`src/rtl/sram_port_arbiter_pkg.sv`:
```
// Shared types and helpers for the two-requester SRAM port arbiter.
// Payload container widths bound the top-level ADDR_WIDTH/DATA_WIDTH parameters.
package sram_port_arbiter_pkg;

    typedef enum logic {
        ID_A = 1'b0,
        ID_B = 1'b1
    } req_id_e;

    localparam int REQ_ADDR_W = 11;
    localparam int REQ_DATA_W = 32;

    typedef struct packed {
        logic                    we;
        logic [REQ_DATA_W/8-1:0] wem;
        logic [REQ_ADDR_W-1:0]   addr;
        logic [REQ_DATA_W-1:0]   wdata;
    } req_payload_t;

    function automatic int rd_lat(input int pipe);
        return 1 + pipe;
    endfunction

endpackage

```
`src/rtl/sram_port_arbiter_if.sv`:
```
// One requester's access port: held request/payload, combinational grant, read response.
// Responses are never stalled; the requester must always accept them.
interface sram_port_arbiter_if #(
    parameter int ADDR_WIDTH = 11,
    parameter int DATA_WIDTH = 32
);
    logic                    req;
    logic                    gnt;
    logic                    we;
    logic [DATA_WIDTH/8-1:0] wem;
    logic [ADDR_WIDTH-1:0]   addr;
    logic [DATA_WIDTH-1:0]   wdata;
    logic                    rvalid;
    logic [DATA_WIDTH-1:0]   rdata;

    modport master (
        output req, we, wem, addr, wdata,
        input  gnt, rvalid, rdata
    );

    modport slave (
        input  req, we, wem, addr, wdata,
        output gnt, rvalid, rdata
    );
endinterface

```
`src/rtl/sram_port_arbiter_rr_arb2.sv`:
```
// Two-way round-robin arbiter: combinational grant, pointer flips after every grant.
// Zero latency; a losing requester simply holds its request until the pointer favours it.
module rr_arb2
    import sram_port_arbiter_pkg::*;
(
    input  logic       clk,
    input  logic       rst,
    input  logic [1:0] req,
    output logic [1:0] gnt
);

    req_id_e rr;

    assign gnt[0] = ~rst & req[0] & (~req[1] | (rr == ID_A));
    assign gnt[1] = ~rst & req[1] & (~req[0] | (rr == ID_B));

    always_ff @(posedge clk) begin
        if (rst) begin
            rr <= ID_A;
        end else if (gnt[0]) begin
            rr <= ID_B;
        end else if (gnt[1]) begin
            rr <= ID_A;
        end
    end

endmodule

```
`src/rtl/sram_port_arbiter.sv`:
```
// Arbitrates two requesters onto one single-port RAM and steers read data back by id.
// Reads return after 1+PIPE cycles in issue order; responses cannot be backpressured.
module sram_port_arbiter
    import sram_port_arbiter_pkg::*;
#(
    parameter int ADDR_WIDTH = REQ_ADDR_W,
    parameter int DATA_WIDTH = REQ_DATA_W,
    parameter int PIPE       = 0
) (
    input  logic                    clk,
    input  logic                    rst,
    sram_port_arbiter_if.slave      a,
    sram_port_arbiter_if.slave      b,
    output logic                    ram_en,
    output logic                    ram_we,
    output logic [DATA_WIDTH/8-1:0] ram_wem,
    output logic [ADDR_WIDTH-1:0]   ram_addr,
    output logic [DATA_WIDTH-1:0]   ram_din,
    input  logic [DATA_WIDTH-1:0]   ram_dout,
    output logic                    ram_pipen
);

    localparam int RD_LAT = rd_lat(PIPE);
    localparam int WEM_W  = DATA_WIDTH / 8;

    logic [1:0]   req;
    logic [1:0]   gnt;
    req_payload_t pay_a;
    req_payload_t pay_b;
    req_payload_t pay_sel;

    assign req = {b.req, a.req};

    rr_arb2 u_arb (
        .clk (clk),
        .rst (rst),
        .req (req),
        .gnt (gnt)
    );

    assign a.gnt = gnt[0];
    assign b.gnt = gnt[1];

    assign pay_a = '{we: a.we, wem: (REQ_DATA_W/8)'(a.wem), addr: REQ_ADDR_W'(a.addr),
                     wdata: REQ_DATA_W'(a.wdata)};
    assign pay_b = '{we: b.we, wem: (REQ_DATA_W/8)'(b.wem), addr: REQ_ADDR_W'(b.addr),
                     wdata: REQ_DATA_W'(b.wdata)};

    // An idle port drives an all-zero payload so the RAM sees no stray enables.
    always_comb begin
        pay_sel = '0;
        if (gnt[0]) begin
            pay_sel = pay_a;
        end else if (gnt[1]) begin
            pay_sel = pay_b;
        end
    end

    assign ram_en    = |gnt;
    assign ram_we    = pay_sel.we;
    assign ram_wem   = pay_sel.we ? WEM_W'(pay_sel.wem) : '0;
    assign ram_addr  = ADDR_WIDTH'(pay_sel.addr);
    assign ram_din   = DATA_WIDTH'(pay_sel.wdata);
    assign ram_pipen = 1'(PIPE);

    logic [RD_LAT-1:0] trk_vld;
    req_id_e           trk_id [RD_LAT];

    always_ff @(posedge clk) begin
        if (rst) begin
            trk_vld <= '0;
            for (int i = 0; i < RD_LAT; i++) begin
                trk_id[i] <= ID_A;
            end
        end else begin
            trk_vld[0] <= ram_en & ~ram_we;
            trk_id[0]  <= gnt[1] ? ID_B : ID_A;
            for (int i = 1; i < RD_LAT; i++) begin
                trk_vld[i] <= trk_vld[i-1];
                trk_id[i]  <= trk_id[i-1];
            end
        end
    end

    logic    rsp_vld;
    req_id_e rsp_id;

    assign rsp_vld  = trk_vld[RD_LAT-1];
    assign rsp_id   = trk_id[RD_LAT-1];

    assign a.rvalid = rsp_vld & (rsp_id == ID_A);
    assign b.rvalid = rsp_vld & (rsp_id == ID_B);
    assign a.rdata  = a.rvalid ? ram_dout : '0;
    assign b.rdata  = b.rvalid ? ram_dout : '0;

endmodule

```
`src/flat_wrapper.sv`:
```
// flat-port wrapper written by rule: the top's interface ports become plain ports
module sram_port_arbiter_flat import sram_port_arbiter_pkg::*;
#(
    parameter int ADDR_WIDTH = REQ_ADDR_W,
    parameter int DATA_WIDTH = REQ_DATA_W,
    parameter int PIPE       = 0
)
  (clk, rst, ram_en, ram_we, ram_wem, ram_addr, ram_din, ram_dout, ram_pipen, a_req, a_we, a_wem, a_addr, a_wdata, a_gnt, a_rvalid, a_rdata, b_req, b_we, b_wem, b_addr, b_wdata, b_gnt, b_rvalid, b_rdata);
  sram_port_arbiter_if #(.ADDR_WIDTH(ADDR_WIDTH), .DATA_WIDTH(DATA_WIDTH)) a_i ();
  sram_port_arbiter_if #(.ADDR_WIDTH(ADDR_WIDTH), .DATA_WIDTH(DATA_WIDTH)) b_i ();
  input  logic clk;
  input  logic rst;
  output logic ram_en;
  output logic ram_we;
  output logic [DATA_WIDTH/8-1:0] ram_wem;
  output logic [ADDR_WIDTH-1:0] ram_addr;
  output logic [DATA_WIDTH-1:0] ram_din;
  input  logic [DATA_WIDTH-1:0] ram_dout;
  output logic ram_pipen;
  input wire logic [$bits(a_i.req)-1:0] a_req;
  input wire logic [$bits(a_i.we)-1:0] a_we;
  input wire logic [$bits(a_i.wem)-1:0] a_wem;
  input wire logic [$bits(a_i.addr)-1:0] a_addr;
  input wire logic [$bits(a_i.wdata)-1:0] a_wdata;
  output wire logic [$bits(a_i.gnt)-1:0] a_gnt;
  output wire logic [$bits(a_i.rvalid)-1:0] a_rvalid;
  output wire logic [$bits(a_i.rdata)-1:0] a_rdata;
  input wire logic [$bits(b_i.req)-1:0] b_req;
  input wire logic [$bits(b_i.we)-1:0] b_we;
  input wire logic [$bits(b_i.wem)-1:0] b_wem;
  input wire logic [$bits(b_i.addr)-1:0] b_addr;
  input wire logic [$bits(b_i.wdata)-1:0] b_wdata;
  output wire logic [$bits(b_i.gnt)-1:0] b_gnt;
  output wire logic [$bits(b_i.rvalid)-1:0] b_rvalid;
  output wire logic [$bits(b_i.rdata)-1:0] b_rdata;
  assign a_i.req = a_req;
  assign a_i.we = a_we;
  assign a_i.wem = a_wem;
  assign a_i.addr = a_addr;
  assign a_i.wdata = a_wdata;
  assign a_gnt = a_i.gnt;
  assign a_rvalid = a_i.rvalid;
  assign a_rdata = a_i.rdata;
  assign b_i.req = b_req;
  assign b_i.we = b_we;
  assign b_i.wem = b_wem;
  assign b_i.addr = b_addr;
  assign b_i.wdata = b_wdata;
  assign b_gnt = b_i.gnt;
  assign b_rvalid = b_i.rvalid;
  assign b_rdata = b_i.rdata;
  sram_port_arbiter #(.ADDR_WIDTH(ADDR_WIDTH), .DATA_WIDTH(DATA_WIDTH), .PIPE(PIPE)) u_core (.clk(clk), .rst(rst), .a(a_i), .b(b_i), .ram_en(ram_en), .ram_we(ram_we), .ram_wem(ram_wem), .ram_addr(ram_addr), .ram_din(ram_din), .ram_dout(ram_dout), .ram_pipen(ram_pipen));
endmodule
```
`config.mk`:
```
export PLATFORM = sky130hd
export DESIGN_NAME = sram_port_arbiter_flat
export DESIGN_NICKNAME = d
export VERILOG_FILES = /design/src/rtl/sram_port_arbiter_pkg.sv /design/src/rtl/sram_port_arbiter_if.sv /design/src/rtl/sram_port_arbiter_rr_arb2.sv /design/src/rtl/sram_port_arbiter.sv /design/src/flat_wrapper.sv
export SDC_FILE = /design/constraint.sdc
export NUM_CORES = 1
export LEC_CHECK = 0
export ABC_CLOCK_PERIOD_IN_PS = 2050
export BUFFER_PORTS_ARGS = -buffer_cell sky130_fd_sc_hd__buf_2
export CORE_AREA = 5 5 95 97
export CTS_CLUSTER_SIZE = 14
export DETAILED_ROUTE_END_ITERATION = 10
export DIE_AREA = 0 0 100 102
export MAX_ROUTING_LAYER = met4
export PLACE_DENSITY = 0.63
export SYNTH_ARGS = -nofsm -noshare
export SYNTH_HDL_FRONTEND = slang
export SYNTH_HIERARCHICAL = 1
export SYNTH_SLANG_ARGS = --single-unit
```
`constraint.sdc`:
```
create_clock -name clk -period 2.05 [get_ports clk]
set_input_delay 0.41 -clock clk [delete_from_list [all_inputs] [get_ports clk]]
set_output_delay 0.41 -clock clk [all_outputs]
set_load 0.01 [all_outputs]
```
======== Word level (Yosys, flattened, before mapping) ========
Memory sizes are Yosys's and may differ from the RTL's.
Index checks and enable logic that the tools add are counted.
word-level totals
  register bits after elaboration ......... 2
  memories kept ........................... 1
  output and inout bits ................... 118
  input bits .............................. 132
  bits in writable memories ............... 1
operators by class
  bitwise operators ....................... 15
  multiplexer cells ....................... 13
  reductions and logical operators ........ 3
memory list
  name           words  bits a word  rd ports  clocked after Yosys merged registers in  write ports  line                     source
  u_core.trk_id  1      1            1         0                                        1            sram_port_arbiter.sv:67  req_id_e trk_id [RD_LAT];
operators with widths
  operator            number
  $mux W48            2
  $mux W32            2
  $mux W1             8
  $and A1 B1 Y1       7
  $not A1 Y1          6
  $mux W4             1
  $or A1 B1 Y1        2
  $reduce_bool A2 Y1  1
  $reduce_or A2 Y1    1
  $reduce_or A1 Y1    1

======== Depth between registers and ports, before layout ========
Gate-level depths: netlist (run 1).
  word-level depth ........................ 7
  depth in mapped cells ................... 7

======== Hierarchy ========
The synthesis (run 1) kept the hierarchy.
modules (own cells, without submodules)
  module             cells each  seq. area each (sq um)  area an instance (sq um)  instances
  sram_port_arbiter  157         40.0                    1,101.1                   1
  rr_arb2            7           20.0                    61.3                      1

======== Least setup slack after synthesis (run 1) ========
No wires, ideal clock.
  path kind ............................... input to output
  start point ............................. input b_req
  end point ............................... output ram_addr[2]
  data arrival time ....................... 1.731 ns
  slack ................................... -0.091 ns
  buffers on the path ..................... 2
  stages .................................. 4
  cells stage by stage .................... a211oi_1 buf_2 buf_2 a22o_1
between the ends
  word-level cells in the longest chain between the ends .. 4
  elaborated cells between the ends (all ways) .. 7
  those cells by class .................... mux (2); bitwise (5)
ends and longest elaborated chain
  element                                        line                                                              source
  start: declaration                             flat_wrapper.sv:28                                                input wire logic [$bits(b_i.req)-1:0] b_req;
  $and A1 B1 Y1 or $not A1 Y1 (tied branches)    sram_port_arbiter_rr_arb2.sv:15, sram_port_arbiter_rr_arb2.sv:14
  $and A1 B1 Y1 or $or A1 B1 Y1 (tied branches)  sram_port_arbiter_rr_arb2.sv:15, sram_port_arbiter_rr_arb2.sv:14
  $mux W48 or $and A1 B1 Y1 (tied branches)      sram_port_arbiter.sv:54, sram_port_arbiter_rr_arb2.sv:14
  $mux W48 (*)                                   sram_port_arbiter.sv:52                                           if (gnt[0]) begin
  end: declaration                               flat_wrapper.sv:16                                                output logic [ADDR_WIDTH-1:0] ram_addr;
Mark *: on every way between the ends. The rest lies on a longest branch, timed or not.

======== Final worst setup path (run 1) ========
  start point ............................. input a_req
  end point ............................... output ram_din[17]
between the ends
  word-level cells in the longest chain between the ends .. 5
  elaborated cells between the ends (all ways) .. 7
  those cells by class .................... mux (2); bitwise (5)
ends and longest elaborated chain
  element             line                             source
  start: declaration  flat_wrapper.sv:20               input wire logic [$bits(a_i.req)-1:0] a_req;
  $not A1 Y1          sram_port_arbiter_rr_arb2.sv:15  assign gnt[1] = ~rst & req[1] & (~req[0] | (rr == ID_B));
  $or A1 B1 Y1        sram_port_arbiter_rr_arb2.sv:15
  $and A1 B1 Y1       sram_port_arbiter_rr_arb2.sv:15
  $mux W48            sram_port_arbiter.sv:54          end else if (gnt[1]) begin
  $mux W48 (*)        sram_port_arbiter.sv:52
  end: declaration    flat_wrapper.sv:17               output logic [DATA_WIDTH-1:0] ram_din;
Marks and branches as above.

==> results of run 1 <==
-- critical path, cell delays in order --
cell       delay [ns]
buf_2            0.11
nor2b_1          0.14
nor3b_2          0.19
nor2b_4          0.24
clkbuf_16        0.21
a22o_1           0.14
buf_2            0.13
-- per-layer routing --
metal | vias up | wire length (µm) | global-route usage | part of all wire
met5 | - | 0 | - | 0
met1 | 928 | 2875 | 0.1565 | 0.38
li1 | 1077 | - | - | -
met3 | 4 | 956 | 0.04164 | 0.12
met4 | 0 | 32 | 0.01244 | 0.0042
met2 | 147 | 3793 | 0.2360 | 0.50
-- layout by cell type (no fill, tap or decap), drive strengths merged, types with 2 or more instances in the layout --
cell type,n
a22o,42
and2,33
and3,32
buf,254
clkbuf,5
dfxtp,3
nand2,4
nand3,8
nor2b,5
nor3b,2
o21ai,6
-- power breakdown --
group	switching (mW)	internal, mW	leakage (nW)
Clock	0.0406	0.133	0.0228
Sequential	0.00246	0.0621	0.0249
Combinational	0.204	0.217	1.69
-- per-stage QoR --
stage | area, µm² | total power, mW
6_report | 2550 | 0.6593
5_1_grt | 2550 | 0.7091
4_1_cts | 2525 | 0.6675
3_5_place_dp | 2479 | 0.4849
3_3_place_gp | 2479 | 0.4798
2_1_floorplan | 1172 | 0.2497
-- cells by family (layout without fill, tap and decap cells) --
logic type             Yosys count  in the layout  synth area share
AO/OA/AOI/OAI                   51             51            0.3638
buffers and inverters           23            260            0.1270
flip-flops                       3              3           0.05167
other                            1              1          0.003226
AND/OR/NAND/NOR                 86             86            0.4542
-- timing repair --
action	4_1_cts	5_1_grt
setup endpoints to repair	1	10
gates cloned	0	1
buffers inserted	0	0
resized for setup	1	0
pin swaps	0	1
-- worst paths after layout --
path | startpoint | endpoint | slack, ns | cells after the start
hold / removal | rst | u_core/trk_id[0] | 0.48 | 2
setup reg to reg | u_core/u_arb/rr | u_core/rsp_vld | 0.71 | 4
hold reg to reg | u_core/u_arb/rr | u_core/u_arb/rr | 0.64 | 2
setup / recovery | a_req | ram_din[17] | 0.06 | 7
-- synth_stat cells --
library cell	count	share of area
nor3b_1	2	0.013
inv_1	1	0.0032
nand3_1	8	0.034
or2_1	1	0.0054
conb_1	1	0.0032
nor2b_1	3	0.016
nor2b_4	1	0.012
o21ba_2	1	0.0086
nor2_1	1	0.0032
and2_1	33	0.18
buf_4	2	0.013
a22o_1	42	0.32
buf_6	6	0.058
clkbuf_1	7	0.023
and3_1	32	0.17
buf_2	7	0.030
a21o_1	1	0.0065
a211oi_1	1	0.0065
nand2_1	4	0.013
dfxtp_1	3	0.052
o21ai_1	6	0.026
nor2b_2	1	0.0075
-- state kept, by name, indices dropped and copies added (netlist names) --
register and cells:
u_core/rsp_vld 1, u_core/u_arb/rr 1, u_core/trk_id 1
-- layout make-up --
| cell class | count | area share |
|---|---|---|
| flip-flops and latches | 3 | 0.02404 |
| multi-input cells | 138 | 0.3813 |
| well taps | 105 | 0.05152 |
| clock buffers | 4 | 0.01766 |
| repair buffers | 255 | 0.5240 |
| inverters | 1 | 0.001472 |
==> results_dict.tcl, run 1 <==
set metrics [dict create \
    status "finished clean" \
    diodes 0 \
    power_leakage_nw 1.742 \
    track_usage 0.1342 \
    syn_to_final_growth_pct 119.4 \
    grt_pass1_vias 2102 \
    cp.required_ns 1.64 \
    multi_input_area_um2 972.2 \
    drtPass1Iterations 4 \
    dp_hpwl_mm 6.625 \
    io_buffers 248 \
    tns_ns 0 \
    die_h_um 102 \
    powerDensity_nw_per_um2 258.6 \
    root_buffer "clkbuf_8" \
    die_w_um 100 \
    final_nets 534 \
    rsz0062_at_grt "no" \
    initial_utilization 0.1444 \
    crit_fanout 21 \
    cts_made_buffers 3 \
    grt_max_degree 58 \
    synth.distinct_cells 22 \
    setup_violations 0 \
    vias_per_cell 4.261 \
    wirelength_mm 7.658 \
    grt_pass1_wl_mm 10.72 \
    n_fill_cell 909 \
    worstPathArrival_ns 1.58 \
    syn_nets 296 \
    die_area_um2 10200 \
    placed_cells 501 \
    cts_tree "done" \
    drc 0 \
    finalCritPeriodShare 0.9698 \
    clkTransAtPathRegs_ns 0.03 \
    hold_viol 0 \
    clock_path_buffers 2 \
    setup_slack_ns 0.06194 \
    ys_ff_latch 3 \
    whs_ns 0.4829 \
    drt_iter0_markers 47 \
    endpoint_kind "primary output" \
    synth_cells 164 \
    fin_cells 506 \
    worstSkewPairLatency_ns 0.22 \
    irDropWorstVdd_mv 0.1841 \
    routedWlPerCell_um 15.13 \
    regArea_um2 61.31 \
    hp-class "in -> reg" \
    grt_overflow 0 \
    vias 2156 \
    synthesis.area_um2 1162 \
    syn_avg_cell_area_um2 7.088 \
    maxCapViolCount 0 \
    ys_warn_count 6 \
    cts_sinks 3 \
    fin_util 0.3167 \
    start_kind "input pin" \
    finClkSkew_ns 0.001280 \
    h-tree-depth 1 \
    dp_slack_ns 0.03664 \
    antenna_found_initial 0 \
    core.rowCount 33 \
    cts_hold_buffers 0 \
    fmax_ghz 0.5030 \
    drt.antenna.violating_nets 0 \
    drv_slew 0 \
    drive_gt1_frac 0.6584 \
    critical_path_class "in -> out" \
    ios 250 \
    seq_area_frac_synth 0.05167 \
    gp_congestion 0.7565 \
    post-route-min-period_ns 1.988 \
    coreArea_um2 8051 \
]
Power figures use the tool's default switching activity.
==> inputs of run 2 (changes only) <==
- CELL_PAD_IN_SITES_DETAIL_PLACEMENT: unset -> 1
- CELL_PAD_IN_SITES_GLOBAL_PLACEMENT: unset -> 1
- CORE_AREA: 5 5 95 97 -> unset
- CORE_MARGIN: unset -> 5
- CORE_UTILIZATION: unset -> 13
- DIE_AREA: 0 0 100 102 -> unset
- PLACE_DENSITY: 0.63 -> 0.92
==> run 2 against run 1 <==
  * Maximum frequency decreased by 2.3%
  * Combinational power grew 8.1%
  * Flip-flop and latch count stayed put
  * Critical path depth is the same
  * Largest power group unchanged
  * Register-to-register slack got worse by 0.09 ns
  * Highest routed layer unchanged
==> results_dict.tcl, run 2 (synthesis gave the netlist of run 1 again) <==
set metrics [dict create \
    comb_power_share 0.657 \
    die_area_um2 10930 \
    final_nets 545 \
    internal_power_mw 0.4347 \
    dp_slack_ns -0.4264 \
    n_fill_cell 1139 \
    dp_hpwl_mm 6.567 \
    hold_viol 0 \
    die_w_um 104.6 \
    endpoint_kind "primary output" \
    cts_tree "done" \
    antenna_found_initial 1 \
    cts_sinks 3 \
    routedWlPerCell_um 15.96 \
    drc 0 \
    finalCritPeriodShare 0.9928 \
    setup_slack_ns 0.01469 \
    grt_pass1_vias 2518 \
    seq_power_share 0.094 \
    powerDensity_nw_per_um2 255.4 \
    placed_cells 505 \
    core.rowCount 34 \
    post-route-min-period_ns 2.035 \
    drive_gt1_frac 0.6699 \
    irDropWorstVdd_mv 0.1394 \
    cp.required_ns 1.64 \
    clkTransAtPathRegs_ns 0.03 \
    worstSkewPairLatency_ns 0.22 \
    drv_slew 0 \
    coreArea_um2 8721 \
    power_leakage_nw 1.815 \
    cts_made_buffers 3 \
    maxCapViolCount 0 \
    h-tree-depth 1 \
    met3_usage 0.02096 \
    rsz0062_at_grt "yes" \
    drtPass1Iterations 4 \
    start_kind "input pin" \
    met2_usage 0.2638 \
    drt_iter0_markers 73 \
    crit_fanout 57 \
    io_buffers 248 \
    vias_per_cell 4.480 \
    grt_max_degree 58 \
    critical_path_class "in -> out" \
    swShare 0.3724 \
    grt_overflow 0 \
    busiest_layer "met2" \
    grt_use_met1 0.1493 \
    pwr-share-clk 0.249 \
    gp_congestion 0.7691 \
    grt_pass1_wl_mm 12.63 \
    status "finished clean" \
    clock_path_buffers 2 \
    setup_violations 0 \
    wirelength_mm 8.316 \
    design_area_um2 2713 \
    final_common_cell "buf_2" \
    final_cell_mix "buf_2 (245), a22o_1 (42), and2_1 (33), and3_1 (32), nand3_1 (8)" \
    fin_cells 521 \
    track_usage 0.1404 \
    cts_hold_buffers 0 \
    tns_ns 0 \
    post_dp_cell_area_um2 2465 \
    ios 250 \
    p_sw_mw 0.2580 \
    finClkSkew_ns 0.0004037 \
    worstPathArrival_ns 1.63 \
    root_buffer "clkbuf_8" \
    fmax_ghz 0.4913 \
    initial_utilization 0.1333 \
    drt.antenna.violating_nets 0 \
    hp-class "in -> reg" \
    die_h_um 104.6 \
    power_mw 0.6927 \
    vias 2334 \
    syn_to_final_growth_pct 133.4 \
]
==> run 2: routing by layer <==
layer	vias to the layer above	wire length, µm
met5	-	0
met4	0	189
met2	165	4329
li1	1101	-
met1	1054	3000
met3	14	797
==> run 2: worst max-delay path: stages <==
cell,delay [ns]
buf_8,0.10
buf_6,0.11
a211oi_4,0.28
buf_8,0.33
nand3_1,0.15
o21ai_1,0.10
buf_2,0.14
==> run 2: worst paths after layout <==
| kind | startpoint | end | cells past startpoint | slack (ns) |
|---|---|---|---|---|
| max | rst | ram_wem[0] | 7 | 0.01 |
| max reg2reg | u_core/u_arb/rr | u_core/rsp_vld | 6 | 0.62 |
| min | rst | u_core/trk_id[0] | 3 | 0.47 |
| min reg2reg | u_core/u_arb/rr | u_core/u_arb/rr | 2 | 0.67 |
==> run 2: through the flow <==
stage	util	hold slack [ns]
after global routing	0.3110	0.4823
after global placement	0.2826	0.6624
after detailed placement	0.2826	0.7056
after floorplan	-	0.4816
after CTS	0.3050	0.5165
final	0.3110	0.4749
==> run 2: area by class of cell <==
cell class,instances,area (µm²),area share
diodes,1,2.502,0.0009225
clock buffers,4,45.04,0.01661
inverters,1,3.754,0.001384
multi-input cells,141,1021,0.3764
flip-flops and latches,3,63.81,0.02352
well taps,108,135.1,0.04982
repair buffers,263,1441,0.5314
==> run 2: what timing repair did <==
item / in CTS / in global routing
setup buffers: 8 / 1
endpoints found under the setup margin: 50 / 48
gates cloned: 3 / 1
resized for setup: 6 / 12
pin swaps: 2 / 5
==> run 2: power by group through the flow <==
stage	combinational, mW	sequential, mW	clock, mW
after global placement	0.395	0.0648	0
after detailed placement	0.412	0.0651	0
after CTS	0.450	0.0644	0.176
after global routing	0.497	0.0658	0.183
final	0.455	0.0652	0.173
after floorplan	0.185	0.0652	0
==> inputs of run 3 (changes only) <==
- CORE_UTILIZATION: 13 -> 12
- CTS_CLUSTER_DIAMETER: unset -> 120
- PLACE_DENSITY: 0.92 -> 0.89
- SYNTH_HIERARCHICAL: 1 -> unset
==> run 3 against run 2 <==
  * Utilization fell by 3.2 points
  * Synthesized area shrank 4.1%
  * First-iteration DRC count rose by 44%
  * Critical path depth did not move
  * Register-to-register slack gained 0.32 ns
  * Sequential power is 0.9% higher
  * Routed wire length increased by 0.78%
  * Flip-flop and latch count unchanged
  * Global-route usage fell by 0.80 points
  * Clock power about the same
  * Combinational power grew 6.2%
  * Cell count fell by 3.5%
  * Critical path type unchanged
==> results_dict.tcl, run 3 <==
set metrics [dict create \
    holdCritStartpoint "rst" \
    initial_utilization 0.1218 \
    final_common_cell "buf_2" \
    grt_pass1_wl_mm 11.61 \
    r2r_slack_ns 0.94 \
    synth.top_cell.area_share 0.3378 \
    powerDensity_nw_per_um2 282.6 \
    coreArea_um2 9153 \
    clock_path_buffers 2 \
    track_usage 0.1325 \
    syn_to_final_growth_pct 128.7 \
    post_dp_cell_area_um2 2436 \
    synth_cells 151 \
    synth.distinct_cells 21 \
    synth_simple_gate_area_share 0.4321 \
    synthXorXnorAreaFrac 0 \
    clkTransAtPathRegs_ns 0.03 \
    drive_gt1_frac 0.6735 \
    dp_hpwl_mm 7.148 \
    ys_ff_latch 3 \
    gp_congestion 0.8789 \
    synth_common_cells "a22o_1 (43), and2_1 (34), and3_1 (33), clkbuf_1 (9), buf_6 (5)" \
    setup_violations 0 \
    worstPathArrival_ns 1.60 \
    core.rowCount 35 \
    vias 2219 \
    fin_util 0.2786 \
    drt.antenna.violating_nets 0 \
    r2r-start "u_core.u_arb.rr" \
    fmax_ghz 0.4985 \
    fin_cells 503 \
    grt_overflow 0 \
    drc 0 \
    die_w_um 106.4 \
    cp-startpoint "a_req" \
    cts_made_buffers 3 \
    dp_slack_ns 0.04635 \
    seq_area_frac_synth 0.05387 \
    grt_max_degree 50 \
    placed_cells 495 \
    ios 250 \
    hold_viol 0 \
    status "finished clean" \
    whs_ns 0.4554 \
    drt_iter0_markers 105 \
    cts_tree "done" \
    diodes 0 \
    power_leakage_nw 1.744 \
    synth-main-ff-cell "dfxtp_1" \
    syn_avg_cell_area_um2 7.383 \
    die_area_um2 11320 \
    finClkSkew_ns 0.0008437 \
    synth-compound-area-share 0.3962 \
    crit_fanout 13 \
    drtPass1Iterations 4 \
    maxCapViolCount 0 \
    synthesis.area_um2 1115 \
    critical_path_class "in -> out" \
    antenna_found_initial 0 \
    root_buffer "clkbuf_8" \
    grt_pass1_vias 2129 \
    synth_top_area_cell "a22o_1" \
    vias_per_cell 4.412 \
    syn_nets 283 \
    endpoint_kind "primary output" \
    irDropWorstVdd_mv 0.1264 \
    design_area_um2 2550 \
    cp.required_ns 1.64 \
    setup_slack_ns 0.04415 \
    tns_ns 0 \
    r2r_end "u_core.rsp_vld" \
    synth_edf_count 0 \
    ys_async_sr_fraction 0 \
    start_kind "input pin" \
    io_buffers 248 \
    routedWlPerCell_um 16.66 \
    wirelength_mm 8.381 \
    h-tree-depth 1 \
    worstSkewPairLatency_ns 0.21 \
    hold_depth 2 \
    synth_top_family_by_area "simple AND/OR/NAND/NOR gates" \
    finalCritPeriodShare 0.9785 \
    hp-class "in -> reg" \
    power_mw 0.7206 \
    final_nets 525 \
    final_cell_mix "buf_2 (248), a22o_1 (43), and2_1 (34), and3_1 (33), buf_4 (5)" \
    synth_area_leaders "a22o_1 (34%), and2_1 (19%), and3_1 (19%)" \
    reg2regPathDepth 3 \
    muxShareOfSynthArea 0 \
    die_h_um 106.4 \
    drv_slew 0 \
    ys_warn_count 0 \
    synthAdderAreaFrac 0 \
    cts_sinks 3 \
    yosysMostFrequentCell "a22o_1" \
    hold_path_end "u_core.rsp_vld" \
    post-route-min-period_ns 2.006 \
]
==> run 3: final cells by class <==
type,instances,area (µm²)
Sequential cell,3,60.06
Timing Repair Buffer,257,1369
Tap cell,111,138.9
Multi-Input combinational cell,128,937.1
Fill cell,1186,6603
Clock buffer,4,45.04
==> run 3: what timing repair did <==
| action | in CTS | in global routing |
|---|---|---|
| resized for setup | 0 | 1 |
| hold buffers | 0 | 0 |
| endpoints found under the setup margin | 0 | 7 |
| buffers inserted | 0 | 2 |
==> run 3: cell families after synthesis <==
kind of cell	count (synthesis)
other cells	1
simple gates	76
compound gates	51
flops	3
buf+inv	20
==> run 3: report_power, final <==
part	internal [mW]	switching [mW]	total, mW
Sequential	0.0628	0.00300	0.0658
Clock	0.133	0.0389	0.172
Combinational	0.246	0.237	0.483
Total	0.441	0.279	0.721
==> run 3: worst max path at each step <==
stage                       end  slack (ns)
global placement    ram_din[30]        0.07
CTS                 ram_din[30]        0.03
finish              ram_din[30]        0.04
floorplan           ram_addr[0]        0.40
global route        ram_din[30]      -0.002
detailed placement  ram_din[30]        0.05
==> run 3: layer usage <==
| layer | track usage | wire [µm] | vias up |
|---|---|---|---|
| met5 | - | 0 | - |
| met3 | 0.02975 | 749 | 2 |
| li1 | - | - | 1055 |
| met1 | 0.1555 | 3131 | 1046 |
| met4 | 0.02220 | 45 | 0 |
| met2 | 0.2344 | 4455 | 116 |
==> run 3: worst max-delay path: stages <==
cell and delay (ns):
buf_2 0.13, nor2b_2 0.18, nor3b_4 0.21, buf_4 0.15, buf_12 0.13, a22o_1 0.22
buf_2 0.17
